`config.mk`:
```
export PLATFORM = sky130hd
export DESIGN_NAME = dcmi_irq_ctrl_flat
export DESIGN_NICKNAME = d
export VERILOG_FILES = /design/src/rtl/dcmi_irq_ctrl_pkg.sv /design/src/rtl/dcmi_irq_ctrl_if.sv /design/src/rtl/dcmi_irq_ctrl_bit.sv /design/src/rtl/dcmi_irq_ctrl.sv /design/src/flat_wrapper.sv
export SDC_FILE = /design/constraint.sdc
export NUM_CORES = 1
export LEC_CHECK = 0
export ABC_AREA = 0
export ABC_CLOCK_PERIOD_IN_PS = 3950
export CORE_ASPECT_RATIO = 0.9
export CORE_MARGIN = 4
export CORE_UTILIZATION = 42
export CTS_BUF_LIST = sky130_fd_sc_hd__clkbuf_16
export CTS_CLUSTER_DIAMETER = 80
export DETAILED_ROUTE_END_ITERATION = 8
export PLACE_DENSITY_LB_ADDON = 0.2
export SLEW_MARGIN = 20
export SYNTH_ARGS = -nofsm -noshare
export SYNTH_HDL_FRONTEND = slang
export SYNTH_SLANG_ARGS = --single-unit
```
`constraint.sdc`:
```
create_clock -name clk -period 3.95 [get_ports clk]
set_input_delay 0.9875 -clock clk [delete_from_list [all_inputs] [get_ports clk]]
set_output_delay 0.9875 -clock clk [all_outputs]
set_load 0.02 [all_outputs]
```
`src/rtl/dcmi_irq_ctrl_pkg.sv`:
```
// Shared types and constants for the DCMI interrupt controller.
// Optional overrun tracking is enabled by defining DCMI_IRQ_OVR_EN.
package dcmi_irq_ctrl_pkg;

    typedef enum logic {
        IRQ_MODE_EDGE  = 1'b0,
        IRQ_MODE_LEVEL = 1'b1
    } irq_mode_e;

    // Default source positions of the legacy five-source status block
    localparam int unsigned SRC_FE    = 0;
    localparam int unsigned SRC_OVFL  = 1;
    localparam int unsigned SRC_ERR   = 2;
    localparam int unsigned SRC_VSYNC = 3;
    localparam int unsigned SRC_LINE  = 4;

    // Sticky flag update where a set request beats a clear in the same cycle
    function automatic logic flag_next(input logic set, input logic clr, input logic cur);
        return set ? 1'b1 : (clr ? 1'b0 : cur);
    endfunction

endpackage

```
`src/rtl/dcmi_irq_ctrl_if.sv`:
```
// Register-file / event-source side of the DCMI interrupt controller.
interface dcmi_irq_ctrl_if #(
    parameter int unsigned NUM_SRC = 5,
    parameter int unsigned HOLD_W  = 8
) ();

    logic [NUM_SRC-1:0] src_in;
    logic [NUM_SRC-1:0] src_mode;
    logic [NUM_SRC-1:0] sw_set;
    logic [NUM_SRC-1:0] dcmi_ier;
    logic [NUM_SRC-1:0] dcmi_icr;
    logic [HOLD_W-1:0]  holdoff_cfg;
    logic [NUM_SRC-1:0] dcmi_ris;
    logic [NUM_SRC-1:0] dcmi_mis;
    logic [NUM_SRC-1:0] dcmi_ovr;
    logic               dcmi_irq;

    modport master (
        output src_in, src_mode, sw_set, dcmi_ier, dcmi_icr, holdoff_cfg,
        input  dcmi_ris, dcmi_mis, dcmi_ovr, dcmi_irq
    );

    modport slave (
        input  src_in, src_mode, sw_set, dcmi_ier, dcmi_icr, holdoff_cfg,
        output dcmi_ris, dcmi_mis, dcmi_ovr, dcmi_irq
    );

endinterface

```
`src/rtl/dcmi_irq_ctrl_bit.sv`:
```
// One interrupt source slice: input history, event detect, raw status, overrun.
// Overrun flop exists only when DCMI_IRQ_OVR_EN is defined.
module dcmi_irq_bit
    import dcmi_irq_ctrl_pkg::*;
(
    input  logic clk,
    input  logic rst,
    input  logic src_in,
    input  logic src_mode,
    input  logic sw_set,
    input  logic icr,
    output logic ris,
    output logic ovr
);

    logic src_q;
    logic evt;

    // src_q tracks in both modes so a level->edge switch sees no false edge
    always_comb begin
        evt = sw_set;
        if (irq_mode_e'(src_mode) == IRQ_MODE_LEVEL)
            evt = evt | src_in;
        else
            evt = evt | (src_in & ~src_q);
    end

    always_ff @(posedge clk) begin
        if (rst) begin
            src_q <= 1'b0;
            ris   <= 1'b0;
        end else begin
            src_q <= src_in;
            ris   <= flag_next(evt, icr, ris);
        end
    end

`ifdef DCMI_IRQ_OVR_EN
    logic ovr_q;

    always_ff @(posedge clk) begin
        if (rst)
            ovr_q <= 1'b0;
        else
            ovr_q <= flag_next(evt & ris & ~icr, icr, ovr_q);
    end

    assign ovr = ovr_q;
`else
    assign ovr = 1'b0;
`endif

endmodule

```
`src/rtl/dcmi_irq_ctrl.sv`:
```
// DCMI interrupt controller: NUM_SRC source slices, masked status and a registered
// IRQ with re-assert holdoff. Define DCMI_IRQ_OVR_EN to enable overrun flags.
module dcmi_irq_ctrl
    import dcmi_irq_ctrl_pkg::*;
#(
    parameter int unsigned NUM_SRC = 5,
    parameter int unsigned HOLD_W  = 8
) (
    input  logic            clk,
    input  logic            rst,
    dcmi_irq_ctrl_if.slave  bus
);

    logic [NUM_SRC-1:0] ris;
    logic [NUM_SRC-1:0] ovr;
    logic [NUM_SRC-1:0] mis;
    logic [HOLD_W-1:0]  hold_cnt;
    logic [HOLD_W-1:0]  hold_nxt;
    logic               irq;
    logic               irq_nxt;

    for (genvar i = 0; i < NUM_SRC; i++) begin : g_src
        dcmi_irq_bit u_bit (
            .clk      (clk),
            .rst      (rst),
            .src_in   (bus.src_in[i]),
            .src_mode (bus.src_mode[i]),
            .sw_set   (bus.sw_set[i]),
            .icr      (bus.dcmi_icr[i]),
            .ris      (ris[i]),
            .ovr      (ovr[i])
        );
    end

    assign mis = ris & bus.dcmi_ier;

    // Holdoff loads on the IRQ falling edge; cfg is not looked at otherwise
    always_comb begin
        irq_nxt  = (|mis) && (hold_cnt == '0);
        hold_nxt = hold_cnt;
        if (irq && !irq_nxt)
            hold_nxt = bus.holdoff_cfg;
        else if (hold_cnt != '0)
            hold_nxt = hold_cnt - 1'b1;
    end

    always_ff @(posedge clk) begin
        if (rst) begin
            irq      <= 1'b0;
            hold_cnt <= '0;
        end else begin
            irq      <= irq_nxt;
            hold_cnt <= hold_nxt;
        end
    end

    assign bus.dcmi_ris = ris;
    assign bus.dcmi_mis = mis;
    assign bus.dcmi_ovr = ovr;
    assign bus.dcmi_irq = irq;

endmodule
```
`src/flat_wrapper.sv`:
```
// flat-port wrapper written by rule: the top's interface ports become plain ports
module dcmi_irq_ctrl_flat import dcmi_irq_ctrl_pkg::*;
#(
    parameter int unsigned NUM_SRC = 5,
    parameter int unsigned HOLD_W  = 8
)
  (clk, rst, bus_src_in, bus_src_mode, bus_sw_set, bus_dcmi_ier, bus_dcmi_icr, bus_holdoff_cfg, bus_dcmi_ris, bus_dcmi_mis, bus_dcmi_ovr, bus_dcmi_irq);
  dcmi_irq_ctrl_if #(.NUM_SRC(NUM_SRC), .HOLD_W(HOLD_W)) bus_i ();
  input  logic clk;
  input  logic rst;
  input wire logic [$bits(bus_i.src_in)-1:0] bus_src_in;
  input wire logic [$bits(bus_i.src_mode)-1:0] bus_src_mode;
  input wire logic [$bits(bus_i.sw_set)-1:0] bus_sw_set;
  input wire logic [$bits(bus_i.dcmi_ier)-1:0] bus_dcmi_ier;
  input wire logic [$bits(bus_i.dcmi_icr)-1:0] bus_dcmi_icr;
  input wire logic [$bits(bus_i.holdoff_cfg)-1:0] bus_holdoff_cfg;
  output wire logic [$bits(bus_i.dcmi_ris)-1:0] bus_dcmi_ris;
  output wire logic [$bits(bus_i.dcmi_mis)-1:0] bus_dcmi_mis;
  output wire logic [$bits(bus_i.dcmi_ovr)-1:0] bus_dcmi_ovr;
  output wire logic [$bits(bus_i.dcmi_irq)-1:0] bus_dcmi_irq;
  assign bus_i.src_in = bus_src_in;
  assign bus_i.src_mode = bus_src_mode;
  assign bus_i.sw_set = bus_sw_set;
  assign bus_i.dcmi_ier = bus_dcmi_ier;
  assign bus_i.dcmi_icr = bus_dcmi_icr;
  assign bus_i.holdoff_cfg = bus_holdoff_cfg;
  assign bus_dcmi_ris = bus_i.dcmi_ris;
  assign bus_dcmi_mis = bus_i.dcmi_mis;
  assign bus_dcmi_ovr = bus_i.dcmi_ovr;
  assign bus_dcmi_irq = bus_i.dcmi_irq;
  dcmi_irq_ctrl #(.NUM_SRC(NUM_SRC), .HOLD_W(HOLD_W)) u_core (.clk(clk), .rst(rst), .bus(bus_i));
endmodule
```
# ---- Word-level counts from Yosys, hierarchy flattened
# Index checks and enable logic that the tools add are counted.
dict set report totals {
  in_bits 35
  elab_cells 63
  register_bits 19
}
dict set report classes {
  n_reduce_logical 12
  bitwise_logic 21
  addsub 1
  mux 17
}
# op n
set ops {}
lappend ops {{$mux 8} 2}
lappend ops {{$mux 1} 15}
lappend ops {{$reduce_bool 2->1} 6}
lappend ops {{$or 1x1->1} 10}
lappend ops {{$logic_not 8->1} 1}
lappend ops {{$reduce_bool 8->1} 1}
lappend ops {{$sub 8x1->8 const B} 1}
lappend ops {{$and 1x1->1} 5}
lappend ops {{$and 5x5->5} 1}
lappend ops {{$not 1->1} 5}
lappend ops {{$reduce_or 5->1} 1}
lappend ops {{$logic_and 1x1->1} 2}
lappend ops {{$logic_not 1->1} 1}

# ---- Logic depth before layout (Yosys ltp)
dict set report logic_depth {
  ltp_word 6
  depth_mapped 6
  mapped_depth_nobuf 6
}

# ---- By module
# From an unflattened synthesis, not the netlist that was laid out.
dict set report unflattened {
  hier_cells 107
  area_unflattened_um2 980.9
}
# mod area_per_inst_um2 cells_each seq_area_each_um2 instances
set by_module_without_submodules {}
lappend by_module_without_submodules {dcmi_irq_ctrl 543.0 57 180.2 1}
lappend by_module_without_submodules {dcmi_irq_bit 87.6 10 40.0 5}

# ---- Least setup slack after synthesis
# Ideal clock, no wire load.
dict set report synth_path {
  path_type {input port to output port}
  startpoint {input bus_dcmi_ier[0]}
  endpoint {output bus_dcmi_mis[0]}
  slack_ns 1.759
  t_required_ns 2.963
  n_path_buf 0
  arrival_ns 1.203
  cell_stages 1
  path_cell_list {and2_1}
}
dict set report synth_via {
  elab_chain_cells 1
}
# item line_no
set synth_lines {}
lappend synth_lines {{start: declaration} flat_wrapper.sv:14} ;# input wire logic [$bits(bus_i.dcmi_ier)-1:0] bus_dcmi_ier;
lappend synth_lines {{$and 5x5->5} dcmi_irq_ctrl.sv:35} ;# assign mis = ris & bus.dcmi_ier;
lappend synth_lines {{end: declaration} flat_wrapper.sv:18} ;# output wire logic [$bits(bus_i.dcmi_mis)-1:0] bus_dcmi_mis;
# Every way passes these cells.

# ---- Worst setup path after layout
dict set report layout_path {
  startpoint {input bus_dcmi_ier[4]}
  endpoint {output bus_dcmi_mis[4]}
}
# Same word-level chain as after synthesis.

==> results_dict.tcl <==
set metrics [dict create \
    status "completed" \
    p_int_mw 0.542 \
    synth.most_common_cell "dfxtp_1" \
    rsz0062_at_grt "no" \
    path_class "in2out" \
    synth_edf_count 0 \
    tritoncts "done" \
    cts_inserted_buffers 3 \
    maxCapViolations 0 \
    dp_hpwl_mm 1.82 \
    p_sw_share_pct 32.5 \
    grt_max_degree 18 \
    arrival_ns 2.21 \
    viasPerCell 4.91 \
    track_usage_pct 16.4 \
    synthArstFlopShare_pct 0 \
    ys_types 35 \
    clock_skew_ns 0.00110 \
    synthTopCellsByArea "dfxtp_1 (38%), buf_4 (7.5%), inv_1 (5.7%)" \
    coreArea_um2 2220 \
    dieArea_um2 3210 \
    power.density_nw_per_um2 535 \
    syn_to_final_growth_pct 50.9 \
    crit_required_ns 2.96 \
    clkPwrFrac_pct 25.7 \
    clk_path_buf_depth 2 \
    synth_seq_area_share_pct 38.2 \
    clock-sinks 19 \
    worst_slack_ns 0.756 \
    cts_hold_buf 0 \
    p_leak_nw 0.604 \
    start_util_pct 44.8 \
    finish.net_count 195 \
    drt_wl_total_mm 2.33 \
    post-place-cells 180 \
    synth.largest_area_cell "dfxtp_1" \
    overflow 0 \
    post_dp_cell_area_um2 1420 \
    cts_resized 0 \
    drt-initial-drc-count 22 \
    period_share_pct 80.8 \
    wl_per_cell_um 12.6 \
    final_layout_size_suffix_gt1_share_pct 7.01 \
    die_h_um 54.2 \
    drc 0 \
    worst_pin_slew_ns 0.511 \
    drv_slew 0 \
    cts_post_setup_buffers_inserted 0 \
    cts_root_buf "clkbuf_16" \
    clk_pin_slew_worst_paths_ns 0.05 \
    globalplace.congestion 0.780 \
    vias 903 \
    syn_area_um2 995 \
    synth_top_area_share_pct 38.2 \
    grt_pass1_vias 914 \
    insertion_delay_ns 0.25 \
    comb_power_share_pct 40.7 \
    synth_seq_cells 19 \
    ff2ff_path_depth 6 \
    hp-class "reg2reg" \
    ant_nets 0 \
    syn_avg_cell_area_um2 8.73 \
    whs_path_depth 2 \
    antenna_cells 0 \
    grt_pass1_wl_mm 3.82 \
    fin_tns_setup_ns 0 \
    stdcell_count 184 \
    end_kind "output port" \
    synthTopCellsByCount "dfxtp_1 (19), inv_1 (15), a21oi_1 (10), buf_4 (10)" \
    final_cell_area_um2 1500 \
    fmax_mhz 313 \
    yosys_warnings 0 \
    slew_headroom_pct 66.0 \
    synthCells 114 \
    h-tree-depth 1 \
    critPathLaunchType "primary input" \
    p_seq_share_pct 33.6 \
    port_buffers 45 \
    p_sw_mw 0.262 \
    setup_viol 0 \
    antenna_found_initial 0 \
    ir_drop_uv 413 \
    finalHoldViolations 0 \
    place_ws_ns 0.755 \
    pin_count 51 \
    die_w_um 59.3 \
    path_max_fanout 2 \
    dr.pass1.iters 4 \
    synth_ff_type "dfxtp_1" \
    rows 16 \
    period_needed_ns 3.19 \
]
[routing by layer]
metal | wire length [µm] | global-route usage, %
met1 | 926 | 17.3
met2 | 1140 | 27.8
met3 | 222 | 7.19
met4 | 39 | 7.92
met5 | 0 | 0
[path summary, 6_finish.rpt]
path | startpoint | to | slack [ns]
max | bus_dcmi_ier[4] | bus_dcmi_mis[4] | 0.76
min | u_core.hold_cnt[0]$_SDFFE_PP0P_ | u_core.hold_cnt[0]$_SDFFE_PP0P_ | 0.55
max reg2reg | u_core.hold_cnt[0]$_SDFFE_PP0P_ | u_core.hold_cnt[2]$_SDFFE_PP0P_ | 2.05
min reg2reg | u_core.hold_cnt[0]$_SDFFE_PP0P_ | u_core.hold_cnt[0]$_SDFFE_PP0P_ | 0.55
[power by group through the flow]
stage	Sequential, mW	Clock, mW	Combinational [mW]
4_1_cts	0.270	0.211	0.329
3_3_place_gp	0.271	0	0.317
3_5_place_dp	0.272	0	0.327
2_1_floorplan	0.267	0	0.240
6_report	0.270	0.206	0.327
5_1_grt	0.277	0.222	0.365
[logic make-up after synthesis]
group,count (synthesis),synth area share [%]
mux,2,2.01
xor+xnor,4,3.52
simple gates,32,20.4
buf+inv,26,13.6
flops,19,38.2
compound gates,28,19.4
fa+ha+maj,2,2.52
other cells,1,0.377
[cell type report]
cell class,instances,area [µm²]
clock buffers,3,75.1
clock inverters,1,3.75
fillers,173,721
inverters,15,56.3
multi-input cells,73,494
flip-flops and latches,19,380
well taps,27,33.8
repair buffers,46,458
[placed cells by master, fill, tap and decap left out, types with 2 or more instances in the layout]
cell type	netlist	final
clkdlybuf4s50_1	0	45
dfxtp_1	19	19
inv_1	15	16
a21oi_1	10	10
nor2_1	6	6
nor2b_1	6	6
and2_1	5	5
o21ai_0	5	5
conb_1	1	5
o2bb2ai_1	4	4
nand3_1	3	3
xnor2_1	3	3
clkbuf_16	0	3
o221ai_1	2	2
mux2i_1	2	2
nand2_1	2	2
ha_1	2	2
[per-stage QoR]
step                power, mW  hold WS (ns)  util, %
floorplan               0.507         0.493        -
global placement        0.588         0.523     64.0
detailed placement      0.599         0.525     64.0
CTS                     0.811         0.543     67.6
global route            0.864         0.572     67.6
finish                  0.803         0.546     67.6
[registers in the layout (all words and copies together), names as in the netlist]
name	cells
u_core.bus.dcmi_irq	1
u_core.g_src.u_bit.ris	5
u_core.g_src.u_bit.src_q	5
u_core.hold_cnt	8
[worst max-delay path, cell delays in order]
cell,delay (ns)
clkdlybuf4s50_1,0.48
and2_1,0.13
clkdlybuf4s50_1,0.61
No activity file was read; power rests on OpenSTA's default activity.
